## src/rtl/gcd_param_engine_pkg.sv

```systemverilog
// Shared definitions for the GCD engine: FSM state encoding (2 bits), used by RTL and bench.
package gcd_param_engine_pkg;

    localparam int STATE_W = 2;

    typedef enum logic [STATE_W-1:0] {
        ST_IDLE = 2'd0,
        ST_CALC = 2'd1,
        ST_FIN  = 2'd2
    } state_t;

endpackage

```

## src/rtl/gcd_sub_cmp.sv

```systemverilog
// Combinational compare/subtract slice: equality, ordering and |ra-rb|.
module gcd_sub_cmp #(
    parameter int WIDTH = 8
) (
    input  logic [WIDTH-1:0] ra,
    input  logic [WIDTH-1:0] rb,
    output logic             eq,
    output logic             a_gt_b,
    output logic [WIDTH-1:0] diff
);

    assign eq     = (ra == rb);
    assign a_gt_b = (ra > rb);
    // Larger operand is always the minuend, so this never wraps.
    assign diff   = a_gt_b ? (ra - rb) : (rb - ra);

endmodule

```

## src/rtl/gcd_param_engine.sv

```systemverilog
// Multi-cycle GCD by repeated subtraction behind a start/done handshake.
// Build option GCD_ZERO_PASS_EN: a single zero operand passes the other through instead of erroring.
module gcd_param_engine
    import gcd_param_engine_pkg::*;
#(
    parameter int WIDTH = 8,
    parameter int CNT_W = 16
) (
    input  logic             clk,
    input  logic             rst_n,
    input  logic             start,
    input  logic [WIDTH-1:0] a,
    input  logic [WIDTH-1:0] b,
    output logic [WIDTH-1:0] y,
    output logic             done,
    output logic             error,
    output logic             busy,
    output logic [CNT_W-1:0] cycles
);

    state_t           state;
    logic [WIDTH-1:0] ra, rb, diff;
    logic             eq, a_gt_b;
    logic             a_zero, b_zero, zero_err, zero_pass;

    gcd_sub_cmp #(.WIDTH(WIDTH)) u_cmp (
        .ra     (ra),
        .rb     (rb),
        .eq     (eq),
        .a_gt_b (a_gt_b),
        .diff   (diff)
    );

    assign a_zero = (a == '0);
    assign b_zero = (b == '0);

`ifdef GCD_ZERO_PASS_EN
    assign zero_err  = a_zero & b_zero;
    assign zero_pass = a_zero ^ b_zero;
`else
    assign zero_err  = a_zero | b_zero;
    assign zero_pass = 1'b0;
`endif

    always_ff @(posedge clk) begin
        if (!rst_n) begin
            state  <= ST_IDLE;
            ra     <= '0;
            rb     <= '0;
            y      <= '0;
            done   <= 1'b0;
            error  <= 1'b0;
            busy   <= 1'b0;
            cycles <= '0;
        end else begin
            done <= 1'b0;
            case (state)
                ST_IDLE: begin
                    if (start) begin
                        ra     <= a;
                        rb     <= b;
                        cycles <= '0;
                        busy   <= 1'b1;
                        if (zero_err) begin
                            y     <= '0;
                            error <= 1'b1;
                            done  <= 1'b1;
                            state <= ST_FIN;
                        end else if (zero_pass) begin
                            y     <= a | b;
                            error <= 1'b0;
                            done  <= 1'b1;
                            state <= ST_FIN;
                        end else begin
                            state <= ST_CALC;
                        end
                    end
                end
                ST_CALC: begin
                    if (cycles != {CNT_W{1'b1}})
                        cycles <= cycles + 1'b1;
                    // The terminating equal-compare cycle is counted too.
                    if (eq) begin
                        y     <= ra;
                        error <= 1'b0;
                        done  <= 1'b1;
                        state <= ST_FIN;
                    end else if (a_gt_b) begin
                        ra <= diff;
                    end else begin
                        rb <= diff;
                    end
                end
                ST_FIN: begin
                    busy  <= 1'b0;
                    state <= ST_IDLE;
                end
                default: begin
                    busy  <= 1'b0;
                    state <= ST_IDLE;
                end
            endcase
        end
    end

endmodule
```

## config.mk

```make
export PLATFORM = sky130hd
export DESIGN_NAME = gcd_param_engine
export DESIGN_NICKNAME = d
export VERILOG_FILES = /design/src/rtl/gcd_param_engine_pkg.sv /design/src/rtl/gcd_sub_cmp.sv /design/src/rtl/gcd_param_engine.sv
export SDC_FILE = /design/constraint.sdc
export NUM_CORES = 1
export LEC_CHECK = 0
export CORE_ASPECT_RATIO = 0.8
export CORE_MARGIN = 5
export CORE_UTILIZATION = 38
export CTS_CLUSTER_SIZE = 20
export DETAILED_ROUTE_END_ITERATION = 10
export MAX_ROUTING_LAYER = met4
export PLACE_DENSITY = 0.68
export REMOVE_ABC_BUFFERS = 1
export SLEW_MARGIN = 20
export SYNTH_ARGS = -nofsm -noshare
export SYNTH_HDL_FRONTEND = slang
export SYNTH_HIERARCHICAL = 1
export SYNTH_SLANG_ARGS = --single-unit
export TNS_END_PERCENT = 5
```

## constraint.sdc

```tcl
create_clock -name clk -period 4.6 [get_ports clk]
set_input_delay 0.69 -clock clk [delete_from_list [all_inputs] [get_ports clk]]
set_output_delay 0.69 -clock clk [all_outputs]
set_load 0.02 [all_outputs]
```

# Yosys cells after proc, flatten, opt, wreduce, memory -nomap -nowiden
# Index checks and enable logic that the tools add are counted.
word_totals:
  input_bits: 19
  register_bits: 45
op_classes:
  n_mux: 30
  n_eq_ne: 10
  order_cmp: 1
  bitwise: 2
  reduce_logical: 10
  n_addsub: 3
op_table:
  columns: ["op", "count"]
  rows:
  - ["2-to-1 mux 8 bit", 10]
  - ["case mux 8 bit (2 select lines)", 3]
  - ["2-to-1 mux 16 bit", 2]
  - ["case mux 16 bit (2 select lines)", 1]
  - ["adder 16 x 1 -> 16 bit, second input constant", 1]
  - ["logical NOT 8 bit", 2]
  - ["inequality test 16 bit, second input constant", 1]
  - ["subtractor 8 bit", 2]
  - ["inequality test 2 bit, second input constant", 6]
  - ["AND reduction 4 bit", 3]
  - ["equality test 8 bit", 1]
  - ["greater-than comparator 8 bit", 1]
  - ["2-to-1 mux 1 bit", 7]
  - ["2-to-1 mux 2 bit", 3]
  - ["case mux 1 bit (2 select lines)", 3]
  - ["case mux 2 bit (2 select lines)", 1]
  - ["AND reduction 2 bit", 2]
  - ["AND reduction 3 bit", 1]
  - ["equality test 2 x 1 -> 1 bit, second input constant", 1]
  - ["logical NOT 2 bit", 1]
  - ["inequality test 2 x 1 -> 1 bit, second input constant", 1]
  - ["nonzero test 2 bit", 1]
  - ["inverter 1 bit", 1]
  - ["bitwise OR 1 bit", 1]

# Depth between registers and ports, before layout
logic_depth:
  ltp_word: 5
  ltp_mapped: 12

# Modules after synthesis
# Netlist, hierarchy kept.
modules_own_cells:
  columns: ["mod", "seq_area_each_um2", "n_inst", "cells_per_inst", "area_per_inst_um2"]
  rows:
  - ["gcd_param_engine", 900.9, 1, 259, 2207.1]
  - ["gcd_sub_cmp", 0.0, 1, 88, 705.7]

# Least setup slack after synthesis
# No wires, ideal clock.
synth_path:
  kind: "register to register"
  from: "reg ra[5]"
  to: "reg rb[6]"
  n_path_buf: 2
  stages_incl_launch_ff: 13
  setup_slack_ps: 2138
  setup_ps: 86
  synth_period_minus_slack_ps: 2462
  required_time_ps: 4514
  t_arrival_ps: 2376
  cell_sequence: "dfxtp_1 -> inv_1 -> ha_1 -> buf_6 -> a211oi_2 -> o21bai_2 -> o22ai_4 -> inv_1 -> or2_2 -> a21oi_4 -> buf_4 -> nor2_1 -> a211oi_1"
synth_via:
  elab_chain_cells: 5
  elab_cells_between_ends: 11
  classes_between: "2 x add/sub; 1 x order compare; 3 x eq/ne; 4 x mux; 1 x reduce/logical"
synth_rtl:
  columns: ["element", "line", "rtl"]
  rows:
  - ["start, declared", "gcd_param_engine.sv:22", "logic [WIDTH-1:0] ra, rb, diff;"]
  - ["start signal, assigned", "gcd_param_engine.sv:89", "ra <= diff;"]
  - ["greater-than comparator 8 bit (*)", "gcd_sub_cmp.sv:13", "assign a_gt_b = (ra > rb);"]
  - ["net a_gt_b", "gcd_param_engine.sv:23", "logic eq, a_gt_b;"]
  - ["2-to-1 mux 8 bit", "gcd_sub_cmp.sv:15", "assign diff = a_gt_b ? (ra - rb) : (rb - ra);"]
  - ["2-to-1 mux 8 bit", "gcd_param_engine.sv:88", "end else if (a_gt_b) begin"]
  - ["2-to-1 mux 8 bit", "gcd_param_engine.sv:83", "if (eq) begin"]
  - ["case mux 8 bit (2 select lines)", "gcd_param_engine.sv:57", "case (state)"]
  - ["end signal, assigned", "gcd_param_engine.sv:91", "rb <= diff;"]
  - ["end, declared", "gcd_param_engine.sv:22", null]
# The timed path passes the listed nets; every way through them passes the cells marked *. The select of a mux whose other input is x is not followed.
# A chain may end at the register's enable or synchronous reset.

# Worst setup path in the final report
# Same ends and word-level chain as after synthesis.

==> out/summary.txt <==
Number of global-route vias before repair: 2511
# diodes: 0
Fin Setup TNS: 0 ps
Synth cell count leaders: 45 x dfxtp_1, 30 x nand2_1, 27 x a21oi_1
Synth Flop Type: dfxtp_1
CTS Sinks: 45
Cell Int Power: 0.901 mW
Antenna violations before repair: 0
Die Area: 9530 sq um
Crit. End Element: flop
Core box area: 7430 sq um
CTS-repair resized insts: 0
Number of synthesized flops with an enable pin: 0
Detailed-route via count: 2758
Top-count cell post-synth: dfxtp_1
Area contributors post-synth: dfxtp_1 31%, ha_1 6.9%, a211oi_1 5.9%, a21oi_1 4.6%, nand2_1 3.9%
FP Rows: 28
Relative slew margins: 32.9%
PD cells: 460 nW/um^2
Dpl hpwl: 5.83 mm
Gate power share: 53.5%
Worst hold path class: flop to flop
Die H: 88.3 um
Share of cells above drive strength 1: 8.24%
H-Tree Level Count: 2
Status: finished clean
Asr flop ratio synth: 0%
RSZ-0062 raised after global routing: no
Post-DRT Antenna Nets: 0
Worst Path Required: 4820 ps
Post-synth top area cell: dfxtp_1
First-pass GRT wire length: 12.9 mm
Area grow syn2layout: 18.2%
Non-Filler Instances: 481
Initial DRC count: 213
Initial core utilization: 39.2%
Most common cell on crit path: inv_1
Met3 track demand over resource: 3.36%
Clk pwr share: 15.8%
Post-Syn Area per Cell: 8.39 sq um
TritonCTS clock tree: built
Tot GR Track Use: 17.6%
Hold-fix buffers, CTS: 0
Skew final: 4.55 ps
Routability cong.: 0.908
Worst Max-Slew Pin Slew: 1010 ps
Chip width: 108 um
Drt first pass iters: 5
MaxCap Viol Count: 0
Fin util: 46.3%
Register Area: 901 sq um
Hold Vio Cnt, Final: 0
Sequential share of the synthesized area: 30.9%
CP startpoint kind: flop
Max Clk Rate: 350 MHz
Number of buffers created by CTS: 5
Wire per inst: 16.5 um
Hold WS: 463 ps
CP peak stage delay: 490 ps
Global route hottest layer: met2
Met1 usage: 24.3%
Max Slew Vio Count: 0
Seq pwr share: 30.7%
Sw power: 0.683 mW
# setup viols final: 0
Placed instance count: 474
CP arrival: 3070 ps
Largest net degree at the start of global routing: 29
CTS root buf: clkbuf_8
Post-synth top area share: 30.9%
DRC: 0
Switching Share: 43.1%
Total gr overflow: 0
Slowest-stage cell, CP: ha_1
Synth Cell Area: 2910 sq um
I/O Buffers: 45
Worst-path fanout max: 16
Post-synth cell types: 59
Minimum clock period: 2860 ps
Setup CP Type: flop to flop
Yosys reg bits: 45
CP cell instances: inv_1 > ha_1 > and3_4 > nand2_2 > o22ai_4 > inv_1 > or2_2 > a21oi_4 > nor2_1 > a211oi_1
Worst-path clk slew: 90 ps
Nets@finish: 413
Yosys Warn Count: 6
P_leak: 1.27 nW
Multi-input logic area: 1780 sq um
Final Cycle Share: 62.1%
Routed WL: 7.93 mm
CTS Buffer Depth: 2
Vias per cell: 5.73
Met2 usage: 25.8%
Cells after synthesis: 347
Io pins: 46
Post-CTS setup buffers: 0
FILL cells: 734
Clk Latency, worst-skew pair: 300 ps
Max VDD drop: 0.000236 V
[path summary, 6_finish.rpt]
path | from | endpoint | slack [ps] | depth (start not counted)
max reg2reg | ra[5] | rb[6] | 1740 | 10
max | ra[5] | rb[6] | 1740 | 10
min | y[4] | y[4] | 460 | 2
min reg2reg | y[4] | y[4] | 460 | 2
[layout make-up]
class	instances	share of cell area (%)
Inverter	21	2.29
Clock buffer	5	2.00
Clock inverter	2	0.473
Timing Repair Buffer	47	13.5
Tap cell	105	3.82
Multi-Input combinational cell	256	51.7
Sequential cell	45	26.2
[per-layer routing]
metal	vias to the layer above	share of wire, %
met3	14	5.8
met4	0	2.0
met2	117	44
li1	1324	-
met5	-	0
met1	1303	48
[flip-flops by register name, summed over array words and instances, names as in the netlist]
register	count
busy	1
cycles	16
done	1
ra	8
y	8
state	2
rb	8
error	1
[cell families (layout without fill, tap and decap cells)]
family | count (synthesis) | count (layout) | synth area share (%)
compound gates | 115 | 115 | 28.0
mux | 9 | 9 | 3.09
buf+inv | 46 | 75 | 7.95
simple gates | 108 | 108 | 20.0
flops | 45 | 45 | 30.9
fa+ha+maj | 18 | 18 | 8.25
xor+xnor | 6 | 6 | 1.80
[stage by stage]
stage	power [mW]	setup slack [ps]	instance area [sq um]
floorplan	1.13	2120	2760
CTS	1.58	1760	3440
detailed placement	1.32	1800	3360
global placement	1.30	1800	3360
finish	1.58	1740	3440
global route	1.70	1540	3440
[power by group through the flow]
| stage | logic, mW | clock network (mW) | registers [mW] |
|---|---|---|---|
| finish | 0.848 | 0.250 | 0.486 |
| CTS | 0.837 | 0.257 | 0.486 |
| floorplan | 0.645 | 0 | 0.486 |
| detailed placement | 0.828 | 0 | 0.495 |
| global route | 0.933 | 0.274 | 0.494 |
| global placement | 0.809 | 0 | 0.493 |
[worst max-delay path: cells and delay by family, from the launching register on]
kind | cells | cell delay (ps)
adder cells (fa/ha/maj) | 1 | 490
AND/OR/NAND/NOR | 4 | 740
buffers and inverters | 2 | 160
AO/OA/AOI/OAI | 3 | 990
flip-flops | 1 | 390
[layout by cell type (no fill, tap or decap), types with 6 or more instances in the layout]
cell	netlist	final
clkdlybuf4s50_1	0	45
a31oi_1	9	9
nand2_1	30	30
and2_1	10	10
a21oi_1	27	27
nor2_1	25	25
inv_1	20	20
a211oi_1	23	23
nand4_1	6	6
o21ai_0	20	20
ha_1	16	16
mux2i_1	9	9
dfxtp_1	45	45
No activity file was read; power rests on OpenSTA's default activity.
